$ cat config.mk
export PLATFORM = sky130hd
export DESIGN_NAME = regfile_param
export DESIGN_NICKNAME = d
export VERILOG_FILES = /design/src/rtl/regfile_param.sv
export SDC_FILE = /design/constraint.sdc
export NUM_CORES = 1
export LEC_CHECK = 0
export BUFFER_PORTS_ARGS = -buffer_cell sky130_fd_sc_hd__buf_4
export CAP_MARGIN = 20
export CORE_UTILIZATION = 50
export DETAILED_ROUTE_END_ITERATION = 16
export GPL_ROUTABILITY_DRIVEN = 0
export PLACE_DENSITY = 0.73
export SLEW_MARGIN = 0
export SYNTH_ARGS = -nofsm -noshare
export SYNTH_HDL_FRONTEND = slang
export SYNTH_SLANG_ARGS = --single-unit
$ cat constraint.sdc
create_clock -name clk -period 3 [get_ports clk]
set_input_delay 0.6 -clock clk [delete_from_list [all_inputs] [get_ports clk]]
set_output_delay 0.6 -clock clk [all_outputs]
set_load 0.1 [all_outputs]
$ cat src/rtl/regfile_param.sv
// Parametrised register file: one write port, two combinational read ports, per-register valid flags.
// Latency: writes land on the next rising clk edge; reads are combinational (same-cycle bypass when BYP=1).
// Backpressure: none; every write is accepted except a write to register 0 when ZERO_R0=1.
module regfile_param #(
    parameter int W       = 8,
    parameter int AW      = 2,
    parameter int ZERO_R0 = 0,
    parameter int BYP     = 1
) (
    input  logic                 clk,
    input  logic                 rst,
    input  logic                 we,
    input  logic [AW-1:0]        wa,
    input  logic [W-1:0]         wd,
    input  logic                 clr,
    input  logic [AW-1:0]        ra1,
    input  logic [AW-1:0]        ra2,
    output logic [W-1:0]         rd1,
    output logic [W-1:0]         rd2,
    output logic [(2**AW)-1:0]   vld,
    output logic [7:0]           wcnt
);

    localparam int N = 2 ** AW;

    // Register 0 keeps its valid flag set from reset onward when it is hardwired to zero.
    localparam logic [N-1:0] RST_VLD = {{(N-1){1'b0}}, (ZERO_R0 != 0)};

    logic [W-1:0] regs_q [N];
    logic [W-1:0] regs_d [N];
    logic [N-1:0] vld_q;
    logic [N-1:0] vld_d;
    logic [7:0]   wcnt_q;
    logic [7:0]   wcnt_d;
    logic         wr_acc;

    // A write counts only outside reset and when it does not target a hardwired-zero register 0.
    always_comb begin
        wr_acc = we && !rst && !((ZERO_R0 != 0) && (wa == '0));
    end

    // Next-state for storage, valid flags and write counter; a write beats clr for its own entry.
    always_comb begin
        regs_d = regs_q;
        vld_d  = vld_q;
        wcnt_d = wcnt_q;
        if (clr) begin
            vld_d = '0;
        end
        if (wr_acc) begin
            regs_d[wa] = wd;
            vld_d[wa]  = 1'b1;
            wcnt_d     = wcnt_q + 8'd1;
        end
        if (ZERO_R0 != 0) begin
            vld_d[0] = 1'b1;
        end
    end

    // State registers with asynchronous reset; reset wins over any coincident write.
    always_ff @(posedge clk or posedge rst) begin
        if (rst) begin
            for (int i = 0; i < N; i++) begin
                regs_q[i] <= '0;
            end
            vld_q  <= RST_VLD;
            wcnt_q <= '0;
        end else begin
            for (int i = 0; i < N; i++) begin
                regs_q[i] <= regs_d[i];
            end
            vld_q  <= vld_d;
            wcnt_q <= wcnt_d;
        end
    end

    // Read mux shared by both ports: zero register first, then bypass, then stored value.
    function automatic logic [W-1:0] rd_sel(input logic [AW-1:0] ra);
        logic [W-1:0] r;
        r = regs_q[ra];
        if ((BYP != 0) && wr_acc && (wa == ra)) begin
            r = wd;
        end
        if ((ZERO_R0 != 0) && (ra == '0)) begin
            r = '0;
        end
        return r;
    endfunction

    // Both read ports resolve independently and combinationally.
    always_comb begin
        rd1 = rd_sel(ra1);
        rd2 = rd_sel(ra2);
    end

    assign vld  = vld_q;
    assign wcnt = wcnt_q;

endmodule
==> results.md, run 1 <==
* Status: finished, violations left
* Violated checks: DRC
* Startpoint types: input port
* Slew headroom at roughly three fifths
* Area of the multi-input gates at around 0.0012 mm²
* Post-CTS Setup Inserts at 0
* Num CTS Buffers at 5
* Syn Inst Count at 154
* Dominant cells by area after synthesis: dfrtp_1, mux2_2, mux4_2
* Overall die width at 70.6 µm
* Synthesized area at 0.00235 mm²
* Max FO, Critical Path at 8
* Pwr dens at 893 mW/mm²
* Top cell by count, worst path: buf_4
* Yosys warnings at 0
* VDD IR max at 0.468 mV
* Leading cell type in the layout, fill and taps excluded: mux2_2
* Nets at 218
* FF-to-FF setup slack at about 2 ns
* Slowest stage delay, CP at 0.36 ns
* Clk slew on worst S/H paths at roughly 0.08 ns
* Layout cell share with drive strength beyond 1 at 62.5%
* Hold_buf cts at 0
* Slew @ Worst Pin at 0.613 ns
* Comb pwr share at 49.6%
* Reg power frac at 33.0%
* Die Ht at 70.6 µm
* Leak pwr at 1.25 nW
* CTS tree: yes
* GR Overflow Total at 0
* Vias in the first global route at 1637
* Max Clock Freq at 0.384 GHz
* Yosys top cell by area: dfrtp_1
* WP data arrival at 2.01 ns
* N_diodes at 0
* Non-filler instance count after layout at 252
* DP HPWL at ~3400 µm
* DRC viols at 5
* Buffer depth of the longest clock path at 2
* Die area at 0.00499 mm²
* ANT nets after route at 0
* Critical path data required time at ~2.4 ns
* Clk_skew at 0.00186 ns
* H-Tree Depth at 2
* CP max stage cell: and2b_1
* Wire per inst at 19.3 µm
* Initial antenna violation count at 0
* Syn nets at 173
* Register area at 0.00110 mm²
* DR pass1 iterations at 10
* First-pass GRT wire length at 8370 µm
* Root Driver: clkbuf_8
* Starting Density at 53.0%
* Share of the synthesized area in the top cell type at between 40% and 50%
* Layout area overhead at 20.0%
* Clock Sink Count at 44
* Clk pwr share at 17.3%
* Commonest cells after routing, fill and taps aside: mux2_2, buf_4, dfrtp_1, mux4_2, xnor2_1
* Io pins at 46
* Total wire length at 4870 µm
* Clk Latency, worst-skew pair at 0.29 ns
* Number of port buffers at 45
* Via Count at between 1000 and 1500
* Crit path cell chain: buf_4 > and2b_1 > nand3_2 > mux2_2 > buf_4
* Min Tclk post-route at 2.61 ns
* Resized cells post-CTS at 0
* Final setup violating endpoints at 0
* Seq/Total Area, Yosys at a little under half
* Hold Fails Final Rpt at 0
* RSZ-0062 raised after global routing: no
* Netlist cell types at 20
* FP Rows at 24
* Tcrit/Tclk final at 86.9%
* Hold Path Class: input port to asynchronous set/reset pin
* # placed instances at about 240
* CP Class: input port to output port
* GRT Util Overall at 22.9%
* Largest net degree at the start of global routing at 44
* Sw frac at 46.8%
* Sw power at 1.18 mW
* Fillers at 370
* Fin. max-slew vios at 0
* Vias/cell at 5.85
* Mean Syn Cell Area at 15.3 µm²
* Flops & latches, synth at 44
* Core area at 0.00444 mm²
* Max Cap Viol at 0
* DRT iter0 DRCs at 84
* Setup TNS at 0 ns
* Int Pwr at 1.34 mW
* CP Capture Type: output port
==> layer usage <==
metal / vias up / GRT usage (%) / wire, µm
li1: 670 / - / -
met1: 764 / 30.5 / 2110
met2: 39 / 38.6 / 2560
met3: 2 / 4.84 / 182
met4: 0 / 6.67 / 26
met5: - / 0 / 0
==> through the flow <==
stage / utilization [%] / hold WS [ns] / instance area (µm²) / power, mW / setup slack, ns
after CTS: 63.6 / 0.147 / 2830 / 2.55 / 0.383
after global routing: 63.6 / 0.149 / 2830 / 2.63 / 0.307
after detailed placement: 61.1 / 0.468 / 2720 / 2.10 / 0.391
final: 63.6 / 0.159 / 2830 / 2.52 / 0.394
after global placement: 61.1 / 0.461 / 2720 / 2.06 / 0.454
after floorplan: - / 0.491 / 2350 / 1.85 / 0.581
==> sequential cells by signal (all words and copies together), names as in the netlist <==
signal	count
regs_q	32
vld	4
wcnt	8
==> power by group through the flow <==
stage               combinational [mW]  clock, mW  sequential [mW]
floorplan                        0.787          0             1.06
global placement                  1.24          0            0.822
detailed placement                1.26          0            0.844
CTS                               1.26      0.455            0.833
global route                      1.30      0.480            0.853
finish                            1.25      0.438            0.834
==> Yosys cell counts, drive strengths merged <==
master  count
o21ai       1
mux2       48
inv         3
and2b       1
nand3       3
and3        1
dfrtp      44
xnor2      11
mux4       16
nand2       6
nand4       3
and4b       1
buf         8
nand2b      1
a21o        3
nor3        1
nor3b       2
ha          1
==> cell type report <==
| class | count | share of cell area (%) |
|---|---|---|
| Multi-Input combinational cell | 99 | 42.3 |
| Clock inverter | 2 | 1.24 |
| Clock buffer | 6 | 2.57 |
| Timing Repair Buffer | 46 | 12.2 |
| Inverter | 3 | 0.399 |
| Sequential cell | 44 | 39.0 |
| Tap cell | 52 | 2.30 |
==> critical path, delay by kind of cell <==
| family | cells | cell delay (ns) |
|---|---|---|
| and+or+nand+nor | 2 | 0.67 |
| muxes | 1 | 0.33 |
| buffers and inverters | 2 | 0.40 |
==> cell families after synthesis <==
family	share of synthesized area [%]
AND/OR/NAND/NOR	6.65
buffers and inverters	2.45
multiplexers	38.3
XOR/XNOR	4.09
flip-flops	46.8
adder cells (fa/ha/maj)	0.532
AO/OA/AOI/OAI	1.22
==> path summary, 6_finish.rpt <==
kind,startpoint,to,depth (start not counted)
max,rst,rd1[7],5
min,rst,wcnt[0]$_DFFE_PP0P_,2
max reg2reg,wcnt[0]$_DFFE_PP0P_,wcnt[7]$_DFFE_PP0P_,3
min reg2reg,wcnt[7]$_DFFE_PP0P_,wcnt[7]$_DFFE_PP0P_,1
max in group asynchronous,rst,regs_q[28]$_DFFE_PP0P_,3
min in group clk,wcnt[7]$_DFFE_PP0P_,wcnt[7]$_DFFE_PP0P_,1
Power figures use the tool's default switching activity.
==> run 2: changes to the inputs <==
--- a/config.mk
+++ b/config.mk
@@ -8,6 +8,7 @@
 export BUFFER_PORTS_ARGS = -buffer_cell sky130_fd_sc_hd__buf_4
 export CAP_MARGIN = 20
 export CORE_UTILIZATION = 50
+export CTS_BUF_LIST = sky130_fd_sc_hd__clkbuf_4 sky130_fd_sc_hd__clkbuf_8 sky130_fd_sc_hd__clkbuf_16
 export DETAILED_ROUTE_END_ITERATION = 16
 export GPL_ROUTABILITY_DRIVEN = 0
 export PLACE_DENSITY = 0.73
==> run 2 against run 1 <==
Against the previous run: the flow still finishes with violations (DRC); worst setup slack unchanged; global-route usage unchanged; combinational power about the same; clock power up 2%; non-clock buffer count unchanged; final area up 0.13%; clock skew about the same; total power up 0.36%; largest power group unchanged; highest routed layer unchanged.
==> results.md, run 2 (same netlist as run 1, synthesis figures left out) <==
* Status: finished, violations left
* Violated checks: DRC
* Leading cell type in the layout, fill and taps excluded: mux2_2
* Vias/cell at 5.85
* VDD IR max at 0.468 mV
* Starting Density at a little over half
* Max Cap Viol at 0
* CTS tree: yes
* Number of port buffers at 45
* Sw frac at around 47%
* Reg power frac at 32.9%
* Slew @ Worst Pin at a little over 0.6 ns
* Largest net degree at the start of global routing at 44
* Fin. max-slew vios at 0
* Total wire length at between 4000 and 5000 µm
* Tcrit/Tclk final at 86.9%
* Final setup violating endpoints at 0
* WP data arrival at 2.01 ns
* CP Capture Type: output port
* # placed instances at 244
* Wire per inst at around 19 µm
* Layout cell share with drive strength beyond 1 at 63.0%
* DR pass1 iterations at 10
* First-pass GRT wire length at 8370 µm
* Root Driver: clkbuf_8
* Nets at 218
* Int Pwr at 1.35 mW
* Sw power at 1.18 mW
* Vias in the first global route at ~1600
* Overall die width at 70.6 µm
* Io pins at 46
* Layout area overhead at 20.2%
* Clk_skew at 0.00178 ns
* Clk pwr share at 17.6%
* FP Rows at 24
* Clk Latency, worst-skew pair at 0.29 ns
* Resized cells post-CTS at 0
* Commonest cells after routing, fill and taps aside: mux2_2, buf_4, dfrtp_1, mux4_2, xnor2_1
* DRC viols at 5
* Slew headroom at 59.1%
* DRT iter0 DRCs at 85
* Max Clock Freq at 0.384 GHz
* Max FO, Critical Path at 8
* GR Overflow Total at 0
* RSZ-0062 raised after global routing: no
* Clk slew on worst S/H paths at 0.08 ns
* Layout Utilization at 63.7%
* N_diodes at 0
* Initial antenna violation count at 0
* Startpoint types: input port
* Hold_buf cts at 0
* DP HPWL at approximately 3400 µm
* Hold Fails Final Rpt at 0
* Clock Sink Count at 44
* Buffer depth of the longest clock path at 2
* Min Tclk post-route at 2.61 ns
* Via Count at 1475
* Worst reg2reg path depth at 3
* GRT Util Overall at 22.9%
* Reg with most FFs: regs_q
* Critical path data required time at roughly 2.4 ns
* ANT nets after route at 0
* Comb pwr share at 49.4%
* Num CTS Buffers at 5
* Pwr dens at 895 mW/mm²
* CP Class: input port to output port
* H-Tree Depth at 2
* Die area at 0.00499 mm²
* Non-filler instance count after layout at around 250
* Setup TNS at 0 ns
* Leak pwr at 1.26 nW
* Hold Path Class: input port to asynchronous set/reset pin
* Flip-flop count of the largest register after layout at 32
* Die Ht at 70.6 µm
* Post-CTS Setup Inserts at 0
* Core area at 0.00444 mm²
## run 2: cell counts in the layout (fill, tap and decap cells not counted)
Identical to the previous run, type by type.
## run 2: critical path: stages
cell and delay (ns):
buf_4 0.12, and2b_1 0.36, nand3_2 0.31, mux2_2 0.33, buf_4 0.28
## run 2: power groups by stage
stage               Combinational, mW  Clock [mW]  Sequential, mW
floorplan                       0.787           0            1.06
global placement                 1.24           0           0.822
detailed placement               1.26           0           0.844
CTS                              1.26       0.465           0.833
global route                     1.30       0.489           0.853
finish                           1.25       0.447           0.834
## run 2: path summary, 6_finish.rpt
check / slack [ns] / end / from
setup / recovery: 0.39 / rd1[7] / rst
hold / removal: 0.16 / wcnt[0]$_DFFE_PP0P_ / rst
setup reg to reg: 1.95 / wcnt[7]$_DFFE_PP0P_ / wcnt[0]$_DFFE_PP0P_
hold reg to reg: 0.47 / wcnt[7]$_DFFE_PP0P_ / wcnt[7]$_DFFE_PP0P_
max in group asynchronous: 2.13 / regs_q[28]$_DFFE_PP0P_ / rst
min in group clk: 0.47 / wcnt[7]$_DFFE_PP0P_ / wcnt[7]$_DFFE_PP0P_
## run 2: area by class of cell
| type | count | area (µm²) |
|---|---|---|
| Sequential cell | 44 | 1100 |
| Timing Repair Buffer | 46 | 345 |
| Tap cell | 52 | 65.1 |
| Multi-Input combinational cell | 99 | 1190 |
| Clock buffer | 6 | 76.3 |
| Inverter | 3 | 11.3 |
| Fill cell | 368 | 1620 |
| Clock inverter | 2 | 35.0 |
## run 2: routing by layer
layer	track usage [%]	wire length (µm)	part of all wire, %	vias up
li1	-	-	-	670
met4	6.67	26	0.53	0
met2	38.6	2560	52	39
met5	0	0	0	-
met3	4.84	182	3.7	2
met1	30.5	2110	43	764
## run 2: per-stage QoR
| stage | area (µm²) | setup slack, ns | power [mW] | hold WS (ns) |
|---|---|---|---|---|
| after floorplan | 2350 | 0.581 | 1.85 | 0.491 |
| after global placement | 2720 | 0.454 | 2.06 | 0.461 |
| after detailed placement | 2720 | 0.391 | 2.10 | 0.468 |
| after CTS | 2830 | 0.383 | 2.56 | 0.147 |
| after global routing | 2830 | 0.307 | 2.64 | 0.149 |
| final | 2830 | 0.394 | 2.53 | 0.159 |
==> run 3: changes to the inputs <==
--- a/config.mk
+++ b/config.mk
@@ -5,6 +5,7 @@
 export SDC_FILE = /design/constraint.sdc
 export NUM_CORES = 1
 export LEC_CHECK = 0
+export ABC_AREA = 1
 export BUFFER_PORTS_ARGS = -buffer_cell sky130_fd_sc_hd__buf_4
 export CAP_MARGIN = 20
 export CORE_UTILIZATION = 50
==> run 3 against run 2 <==
Against the previous run: the flow now finishes without violations; non-clock buffer count unchanged; via count rose by 73%; critical path type unchanged; largest cell class unchanged; critical endpoint is now rd1[2]; worst setup slack better by 0.044 ns.
==> results.md, run 3 <==
* RSZ-0062 raised after global routing: no
* Die Ht at 74.3 µm
* Io pins at 46
* Layout cell share with drive strength beyond 1 at about a fifth
* Critical path data required time at around 2.4 ns
* Final setup violating endpoints at 0
* Hold Path Class: input port to asynchronous set/reset pin
* CP Capture Type: output port
* Met3 WL post-DR at 477 µm
* Fin area at 0.00315 mm²
* Flip-flop count of the largest register after layout at 32
* Min Tclk post-route at 2.56 ns
* Hold Fails Final Rpt at 0
* Overall die width at 74.3 µm
* Hold_buf cts at 0
* DRT iter0 DRCs at 238
* Leak pwr at between 1.5 and 2 nW
* Routed wl met2 at 2700 µm
* Fin. max-slew vios at 0
* Resized cells post-CTS at 0
* DR pass1 iterations at 5
* Seq/Total Area, Yosys at 42.1%
* VDD IR max at 0.726 mV
* Leading cell type in the layout, fill and taps excluded: nand2_1
* Slew @ Worst Pin at 0.556 ns
* Initial antenna violation count at 0
* Starting Density at between 50% and 60%
* Status: finished clean
* Largest net degree at the start of global routing at 46
* Netlist cell types at 18
* Post-synth EDFFs at 0
* Max Cap Viol at 0
* Startpoint types: input port
* Clk slew on worst S/H paths at 0.09 ns
* Nets at 451
* N_diodes at 0
* Yosys warnings at 0
* CTS tree: yes
* FF-to-FF End: wcnt[6]$_DFFE_PP0P_
* Via Count at 2553
* Flops & latches, synth at 44
* Worst reg2reg path depth at 6
* Setup TNS at 0 ns
* Tcrit/Tclk final at 85.4%
* Commonest cells after routing, fill and taps aside: nand2_1, nand3_1, inv_1, buf_4, dfrtp_1
* WL met1 at 3180 µm
* Vias in the first global route at 2350
* Clk_skew at 0.00311 ns
* Syn nets at 410
* GR Overflow Total at 0
* FP Rows at 25
* Ys async rst share at 100%
* Yosys top cell by area: dfrtp_1
* First-pass GRT wire length at 11100 µm
* DRC viols at 0
* Number of port buffers at 45
* Vias/cell at 5.11
* DP HPWL at 4730 µm
* Hold_ws at 0.463 ns
* Post-DP Area at 0.00303 mm²
* Dominant cells by area after synthesis: dfrtp_1, nand2_1, nand3_1
* Clk Latency, worst-skew pair at 0.31 ns
* Core area at 0.00488 mm²
* CP Class: input port to output port
* Num CTS Buffers at 5
* Reg with most FFs: regs_q
* Die area at about 0.0055 mm²
* Count leader, synth: nand2_1
* Layout area overhead at 20.4%
* Total wire length at 6450 µm
* WP data arrival at 1.96 ns
* GRT Util Overall at 26.3%
* ANT nets after route at 0
* Clock Sink Count at 44
* Pwr dens at 786 mW/mm²
* Main flop type after synthesis: dfrtp_1
* Buffer depth of the longest clock path at 2
* DR top layer: met4
* Share of the synthesized area in the top cell type at between 40% and 50%
* Slew headroom at 62.9%
* Root Driver: clkbuf_8
* Mean Syn Cell Area at 6.68 µm²
* Most frequent cells after synthesis: nand2_1, nand3_1, inv_1, dfrtp_1, o21ai_1
* Post-CTS Setup Inserts at 0
* Syn Inst Count at 391
* Max Clock Freq at 0.390 GHz
* Critical R2R Launch: wcnt[0]$_DFFE_PP0P_
* FF-to-FF setup slack at 1.67 ns
* Max FO, Critical Path at 18
* Wire per inst at 12.9 µm
* H-Tree Depth at 2
* Synthesized area at between 0.002 and 0.003 mm²
-- run 3: cell types whose count changed after synthesis, moves of 4 or more --
cell,change
nor2_1,+4
o21ai_1,+32
nand3_1,+50
nand2_1,+170
inv_2,+6
mux4_2,-16
mux2_2,-48
xnor2_1,-10
inv_1,+45
-- run 3: cell type report --
class	count	area, µm²
Clock buffer	6	82.6
Clock inverter	2	38.8
Inverter	54	203
Timing Repair Buffer	46	345
Sequential cell	44	1100
Tap cell	67	83.8
Fill cell	446	1730
Multi-Input combinational cell	281	1290
-- run 3: stage by stage --
step | util (%) | worst slack (ns) | cells | power, mW
floorplan | - | 0.178 | 391 | 1.75
global placement | 62.0 | 0.478 | 492 | 1.98
detailed placement | 62.0 | 0.463 | 492 | 1.99
CTS | 64.5 | 0.457 | 500 | 2.48
global route | 64.5 | 0.311 | 500 | 2.59
finish | 64.5 | 0.438 | 500 | 2.47
-- run 3: report_power, final --
group | internal (mW) | switching (mW) | total (mW)
sequential | 0.717 | 0.0913 | 0.808
clock | 0.272 | 0.215 | 0.488
combinational | 0.268 | 0.908 | 1.18
total | 1.26 | 1.21 | 2.47
-- run 3: critical path, stage by stage --
cell and delay [ns]:
buf_4 0.21, inv_2 0.18, nand2_1 0.09, nand2_1 0.08
nor2_4 0.20, nand2_2 0.17, nand2_1 0.13, nand2_2 0.05
buf_4 0.22
-- run 3: kinds of logic (layout without fill, tap and decap cells) --
group	after synthesis	after routing	synth area share (%)
xor gates and xnor gates	4	4	1.34
and+or+nand+nor	242	242	39.3
buffers and inverters	66	108	9.96
AOI/OAI and AO/OA	34	34	6.80
DFF	44	44	42.1
adders and majority gates	1	1	0.479
-- run 3: routing by layer --
metal	global-route usage, %	vias to the layer above
met5	0	-
met4	9.64	0
met3	5.01	8
met2	39.4	102
met1	38.3	1148
li1	-	1295
-- run 3: worst max path at each step --
stage / from / to / slack [ns] / cells past startpoint
2_1_floorplan: rst / rd1[0] / 0.18 / 6
3_5_place_dp: ra1[0] / rd1[2] / 0.46 / 9
6_report: ra1[0] / rd1[2] / 0.44 / 9
5_1_grt: ra1[0] / rd1[6] / 0.31 / 9
3_3_place_gp: ra1[0] / rd1[2] / 0.48 / 9
4_1_cts: ra1[0] / rd1[2] / 0.46 / 9
